==> src/rtl/joy_serializer_neptuno.sv <==
// Device-side model of the Neptuno joystick shift-register chain.
// Two active-low 12-button states (MXYZ SACB UDLR) are presented as a 16-bit
// frame shifted out MSB-first on joy_data_o. Each port can emulate the Sega
// 6-button phase sequence driven by the shared select strobe.
module joy_serializer_neptuno #(
    parameter int SIX_BUTTON  = 1,
    parameter int TIMEOUT     = 75000,
    parameter int SYNC_STAGES = 2
) (
    input  logic        clk_i,
    input  logic        reset_i,
    input  logic [11:0] joy1_btn_i,
    input  logic [11:0] joy2_btn_i,
    input  logic        joy_clk_i,
    input  logic        joy_load_i,
    input  logic        sega_sel_i,
    output logic        joy_data_o,
    output logic [1:0]  phase_o,
    output logic [4:0]  bits_shifted_o
);

    localparam int            TW      = (TIMEOUT > 1) ? $clog2(TIMEOUT) : 1;
    localparam logic [TW-1:0] TO_LAST = TW'(TIMEOUT - 1);

    // Six pin lines {U,D,L,R,F1,F2} a Sega pad drives for a given select level and phase.
    function automatic logic [5:0] pin_lines(input logic [11:0] b, input logic sel,
                                             input logic [1:0] ph);
        logic [5:0] r;
        if (sel) begin
            if (ph == 2'd3) begin
                r = {b[8], b[9], b[10], b[11], b[4], b[5]};   // Z Y X M B C
            end else begin
                r = {b[3], b[2], b[1], b[0], b[4], b[5]};     // U D L R B C
            end
        end else begin
            case (ph)
                2'd2:    r = {4'b0000, b[6], b[7]};           // 6-button signature
                2'd3:    r = {4'b1111, b[6], b[7]};
                default: r = {b[3], b[2], 2'b00, b[6], b[7]}; // U D 0 0 A S
            endcase
        end
        return r;
    endfunction

    // Bit 0 = joy_clk, bit 1 = joy_load, bit 2 = sega_sel
    logic [SYNC_STAGES-1:0][2:0] sync_q;
    logic [2:0]                  prev_q;
    logic [2:0]                  synced_s;

    logic           clk_rise_s;
    logic           load_active_s;
    logic           sel_s;
    logic           sel_edge_s;
    logic           sel_rise_s;
    logic [15:0]    frame_s;

    logic [15:0]    sr_q;
    logic [4:0]     cnt_q;
    logic [1:0]     phase_q;
    logic [TW-1:0]  to_q;

    // Edge detection and current frame assembly from synchronized inputs.
    always_comb begin
        synced_s      = sync_q[SYNC_STAGES-1];
        clk_rise_s    = synced_s[0] & ~prev_q[0];
        // A load that has only just risen still counts as asserted this cycle,
        // so a coincident clock rise is swallowed rather than shifted.
        load_active_s = ~synced_s[1] | ~prev_q[1];
        sel_s         = synced_s[2];
        sel_edge_s    = synced_s[2] ^ prev_q[2];
        sel_rise_s    = synced_s[2] & ~prev_q[2];
        frame_s       = {pin_lines(joy1_btn_i, sel_s, phase_q), 2'b11,
                         pin_lines(joy2_btn_i, sel_s, phase_q), 2'b11};
    end

    // Input synchronizers plus one extra copy for edge detection; preset high out of reset.
    always_ff @(posedge clk_i) begin
        if (reset_i) begin
            sync_q <= {SYNC_STAGES{3'b111}};
            prev_q <= 3'b111;
        end else begin
            sync_q[0] <= {sega_sel_i, joy_load_i, joy_clk_i};
            for (int i = 1; i < SYNC_STAGES; i++) begin
                sync_q[i] <= sync_q[i-1];
            end
            prev_q <= synced_s;
        end
    end

    // Sega phase counter with select-idle timeout; a select edge beats expiry.
    always_ff @(posedge clk_i) begin
        if (reset_i) begin
            phase_q <= 2'd0;
            to_q    <= '0;
        end else if (sel_edge_s) begin
            to_q <= '0;
            if ((SIX_BUTTON != 0) && sel_rise_s && (phase_q != 2'd3)) begin
                phase_q <= phase_q + 2'd1;
            end else begin
                phase_q <= phase_q;
            end
        end else if (to_q == TO_LAST) begin
            phase_q <= 2'd0;
            to_q    <= to_q;
        end else begin
            to_q    <= to_q + TW'(1);
        end
    end

    // Shift register: transparent load while load is asserted, else shift on clock rise.
    always_ff @(posedge clk_i) begin
        if (reset_i) begin
            sr_q  <= 16'hFFFF;
            cnt_q <= 5'd0;
        end else if (load_active_s) begin
            sr_q  <= frame_s;
            cnt_q <= 5'd0;
        end else if (clk_rise_s) begin
            sr_q <= {sr_q[14:0], 1'b1};
            if (cnt_q != 5'd16) begin
                cnt_q <= cnt_q + 5'd1;
            end else begin
                cnt_q <= cnt_q;
            end
        end else begin
            sr_q  <= sr_q;
            cnt_q <= cnt_q;
        end
    end

    assign joy_data_o     = sr_q[15];
    assign phase_o        = phase_q;
    assign bits_shifted_o = cnt_q;

endmodule

==> config.mk <==
export PLATFORM = sky130hd
export DESIGN_NAME = joy_serializer_neptuno
export DESIGN_NICKNAME = d
export VERILOG_FILES = /design/src/rtl/joy_serializer_neptuno.sv
export SDC_FILE = /design/constraint.sdc
export NUM_CORES = 1
export LEC_CHECK = 0
export CAP_MARGIN = 30
export CELL_PAD_IN_SITES_DETAIL_PLACEMENT = 0
export CELL_PAD_IN_SITES_GLOBAL_PLACEMENT = 1
export CORE_AREA = 10 10 78 130
export CTS_BUF_LIST = sky130_fd_sc_hd__clkbuf_2
export DETAILED_ROUTE_END_ITERATION = 8
export DIE_AREA = 0 0 88 140
export PLACE_DENSITY = 0.7
export SYNTH_ARGS = -nofsm -noshare
export SYNTH_HDL_FRONTEND = slang
export SYNTH_SLANG_ARGS = --single-unit
==> constraint.sdc <==
create_clock -name clk_i -period 4.11 [get_ports clk_i]
set_input_delay 0.822 -clock clk_i [delete_from_list [all_inputs] [get_ports clk_i]]
set_output_delay 0.822 -clock clk_i [all_outputs]
set_load 0.005 [all_outputs]
=== Word level (Yosys, flattened, before mapping) ===
Cells that the tools add are included.

* Register bits: 47
* Bits of input ports: 29
* Output and inout port bits: 8
* Word-level logic and storage cells: 43

* Add/sub/neg operators: 3
* Equality and inequality tests: 6
* Muxes and demuxes: 11
* Bitwise operators: 8
* Reduce and logical (&&, ||, !) cells: 7

{| class="wikitable"
|+ Operators by type and width
! operator !! number
|-
| 16-bit two-way mux || 2
|-
| 6-bit two-way mux || 4
|-
| 6-bit case mux with 2 select lines || 2
|-
| 17-bit by 1-bit adder with 17-bit output (second input constant) || 1
|-
| 17-bit == test (second input constant) || 1
|-
| 2-bit two-way mux || 3
|-
| 5-bit by 1-bit adder with 5-bit output (second input constant) || 1
|-
| 5-bit inequality test (second input constant) || 1
|-
| 2-bit == test (second input constant) || 2
|-
| 1-bit NOT || 4
|-
| 2-bit AND reduction || 2
|-
| 2-bit nonzero test || 2
|-
| 2-bit OR reduction || 2
|-
| 2-bit by 1-bit adder with 2-bit output (second input constant) || 1
|-
| 1-bit AND || 2
|-
| 2-bit by 1-bit inequality test with 1-bit output (second input constant) || 1
|-
| 2-bit inequality test (second input constant) || 1
|-
| 1-bit logical AND || 1
|-
| 1-bit bitwise OR || 1
|-
| 1-bit XOR || 1
|}

=== Depth between registers and ports, before layout ===
* Depth after elaboration: 5
* Mapped depth: 6
* Mapped depth without buffers: 6

=== Worst setup path before layout ===
No wires, ideal clock.

* Kind: input-to-reg
* Start: input reset_i
* End: register to_q[15]
* Setup time: 59 ps
* Arrival time: 1,608 ps
* Setup slack: 2,443 ps
* Cell stages on the path: 4
* Buffers on the path: 0
* Cells stage by stage: inv_1 nand2_1 or4b_1 nand2_1

* Word-level cells in the longest chain between the ends: 1

{| class="wikitable"
|+ RTL lines
! what !! line !! RTL
|-
| start, declared || 11 || <nowiki>input logic reset_i,</nowiki>
|-
| 2-bit OR reduction (no line) || n/a ||
|-
| end signal, assigned || 104 || <nowiki>to_q <= to_q;</nowiki>
|-
| end signal, assigned || 106 || <nowiki>to_q <= to_q + TW'(1);</nowiki>
|-
| end, declared || 60 || <nowiki>logic [TW-1:0] to_q;</nowiki>
|}

Every way passes these cells.
A chain may end at the register's enable or synchronous reset.

=== Worst setup path after layout ===
* Start: register phase_q[1], in the netlist phase_o[1]
* End: output phase_o[1]

{| class="wikitable"
|+ RTL lines
! what !! line !! RTL
|-
| start, declared || 59 || <nowiki>logic [1:0] phase_q;</nowiki>
|-
| start signal, assigned || 98 || <nowiki>phase_q <= phase_q + 2'd1;</nowiki>
|-
| start signal, assigned || 100 || <nowiki>phase_q <= phase_q;</nowiki>
|-
| end, declared || 18 || <nowiki>output logic [1:0] phase_o,</nowiki>
|}

No word-level cell between the ends.

==> results by group <==
Worst setup path
  • CP max stage cell: dfxtp_1
  • CP max stage delay: 610 ps
  • Reg2reg path depth: 5
  • Worst EP arrival: 1640 ps
  • R2R Setup Slk: 2060 ps
  • Buffers plus inverters on the worst setup path: 1
  • CP Cell Sequence: clkdlybuf4s50_1
  • Setup CP Type: reg2out
  • Crit path max fanout: 10
  • Crit. End Element: output pin
  • Delay-heaviest family, CP: flip-flops
  • Setup crit start kind: flip-flop
  • R2r endpoint: to_q[15]
  • R2R Path Start: synced_s[2]
  • Worst Path Required: 3290 ps

Synth
  • Synth warn: 0
  • Number of synthesized register bits: 47
  • Seq/Total Area, Yosys: 0.406
  • Synthesized area: 0.00232 mm2
  • Post-synth EDFFs: 0
  • Synth top area share: 0.406
  • Main flop type after synthesis: dfxtp_1
  • Synthesized area per cell: 8.31 um2
  • Post-synth ARST share: 0
  • Post-synth top area cell: dfxtp_1
  • Post-synth net total: 314
  • Netlist cell types: 43
  • Main area contributors after synthesis: dfxtp_1 41%, nand2_1 4.9%, nor2_1 4.7%
  • Count of mapped cells out of synthesis: 279

Clocking
  • Num CTS Buffers: 5
  • TritonCTS clock tree: done
  • Clk_lat worst skew: 450 ps
  • CTS Root Cell: clkbuf_2
  • Total setup buffers inserted after CTS: 0
  • Level count of the clock H-tree: 2
  • Hold_buf cts: 0
  • Post-cts resize count: 0
  • Clock Path Buffers: 2
  • Clock-pin slew of the registers on the worst-case setup and hold paths: 270 ps
  • CTS Sinks: 47

Global route
  • Vias in the first global route: 2047
  • Initial antenna violation count: 0
  • First-pass GRT wire length: 9.79 mm
  • Largest net degree at the start of global routing: 28
  • Total GRT Usage: 0.0986
  • Grt ovf: 0

Min path
  • Hold WC Path Type: reg2reg
  • WHS Endpoint: synced_s[2]
  • Hold Path Stages: 1
  • Hold path startpoint: sync_q[2]

Layout
  • Design Area, Final: 0.00284 mm2
  • Final cell count without fillers: 403
  • Ant diodes: 0
  • Commonest cells after routing, fill and taps aside: 47 x dfxtp_1, 36 x clkdlybuf4s50_1, 30 x nand2_1
  • Commonest non-fill, non-tap cell in the layout: dfxtp_1
  • Syn-to-layout area delta: 22.6%
  • Nets@finish: 347
  • Util after Layout: 0.359
  • Share of cells above drive strength 1: 0.0927

STA
  • Slew headroom: 0.549
  • Setup Skew: 30.1 ps
  • Max-slew violation count: 0
  • Final setup viols: 0
  • Setup TNS: 0 ps
  • Worst Tran Pin Value: 676 ps
  • RSZ-0062 raised after global routing: no
  • Final Hold Viols: 0
  • Crit path time final: 2460 ps
  • Fmax: 0.407 GHz
  • Share of the clock period used by the worst path: 0.598
  • Min Hold Slack: 447 ps

Die
  • Die height: 140 um
  • Core Footprint: 0.00791 mm2
  • Initial Utilization: 0.293
  • Standard-cell row count: 43
  • Boundary Pins: 37
  • DIE AREA: 0.0123 mm2
  • Die extent in x: 88 um

Place
  • DPL Wire Length: 4.51 mm
  • Final GP Congestion: 0.747
  • Placed instance count: 395
  • Placed Area: 0.00277 mm2
  • Port buffer count: 36

Route
  • Drt via density: 5.21
  • Drt pass-1 iters: 4
  • Per-cell routed wire length: 14.8 um
  • Routed WL: 5.98 mm
  • ANT nets after route: 0
  • DR DRC count: 0
  • DRT iter0 DRCs: 66
  • Vias: 2098

Power
  • LEAKAGE: 1.05 nW
  • Cell area power density: 297 mW/mm2
  • Max VDD drop: 136 uV

Status
  • Outcome: finished clean

Job
  • Max-Cap Viols: 0
worst max path at each step:
stage                     startpoint    endpoint  slack (ps)  cells after the start
after detailed placement     reset_i    to_q[15]        1530                      6
after global routing      phase_o[1]  phase_o[1]        1560                      1
final                     phase_o[1]  phase_o[1]        1650                      1
after CTS                 phase_o[1]  phase_o[1]        1610                      1
after global placement       reset_i    to_q[15]        1530                      6
after floorplan              reset_i    to_q[15]        2440                      4
kinds of logic after synthesis:
family                     count (synthesis)  synth area share
and+or+nand+nor                          136             0.307
DFF                                       47             0.406
AOI/OAI and AO/OA                         46             0.138
buffers and inverters                     25            0.0405
xor gates and xnor gates                  14            0.0529
adders and majority gates                  6            0.0324
muxes                                      5            0.0232
report_power, final:
group	switching, mW	internal [mW]
Combinational	0.0393	0.0490
Sequential	0.0103	0.472
Clock	0.166	0.106
routing by layer:
| layer | vias to the layer above | GRT usage | share of wire |
|---|---|---|---|
| met4 | 0 | 0.0396 | 0.019 |
| met1 | 991 | 0.0985 | 0.39 |
| met3 | 7 | 0.0267 | 0.047 |
| li1 | 1058 | - | - |
| met5 | - | 0 | 0 |
| met2 | 42 | 0.182 | 0.54 |
layout make-up:
cell class	count	area [um2]
multi-input cells	207	1280
clock inverters	3	47.5
well taps	90	113
clock buffers	5	25.0
flip-flops and latches	47	941
fillers	853	5070
inverters	11	41.3
repair buffers	40	390
registers in the layout, indices dropped and copies added (netlist names):
register        count
to_q               17
synced_s            3
sync_q              3
prev_q              3
phase_o             2
sr_q               14
bits_shifted_o      5
worst register-to-register path: cells and delay by family (launching register included):
| family | cells | cell delay [ps] |
|---|---|---|
| flops | 1 | 360 |
| buf+inv | 1 | 210 |
| fa+ha+maj | 1 | 400 |
| simple gates | 3 | 1060 |
metrics by stage:
stage | power (mW) | setup WS [ps]
floorplan | 0.535 | 2440
global placement | 0.579 | 1530
detailed placement | 0.580 | 1530
CTS | 0.858 | 1610
global route | 0.887 | 1560
finish | 0.844 | 1650
synth_stat cells, types with 2 or more instances:
cell type / instances
nand4_1: 5
clkbuf_1: 14
mux2_2: 3
xor2_1: 4
xnor2_1: 10
a211oi_1: 8
nand2_1: 30
mux2i_1: 2
or2_2: 10
nor4b_1: 3
nand3_1: 14
a311o_1: 4
o21ai_0: 10
nor3_1: 10
dfxtp_1: 47
nor2b_1: 7
a21oi_1: 8
ha_1: 6
and3_1: 10
o311ai_0: 4
nor2_1: 29
nor4_1: 6
inv_1: 11
nor3b_1: 2
a31oi_1: 4
No activity file was read; power rests on OpenSTA's default activity.
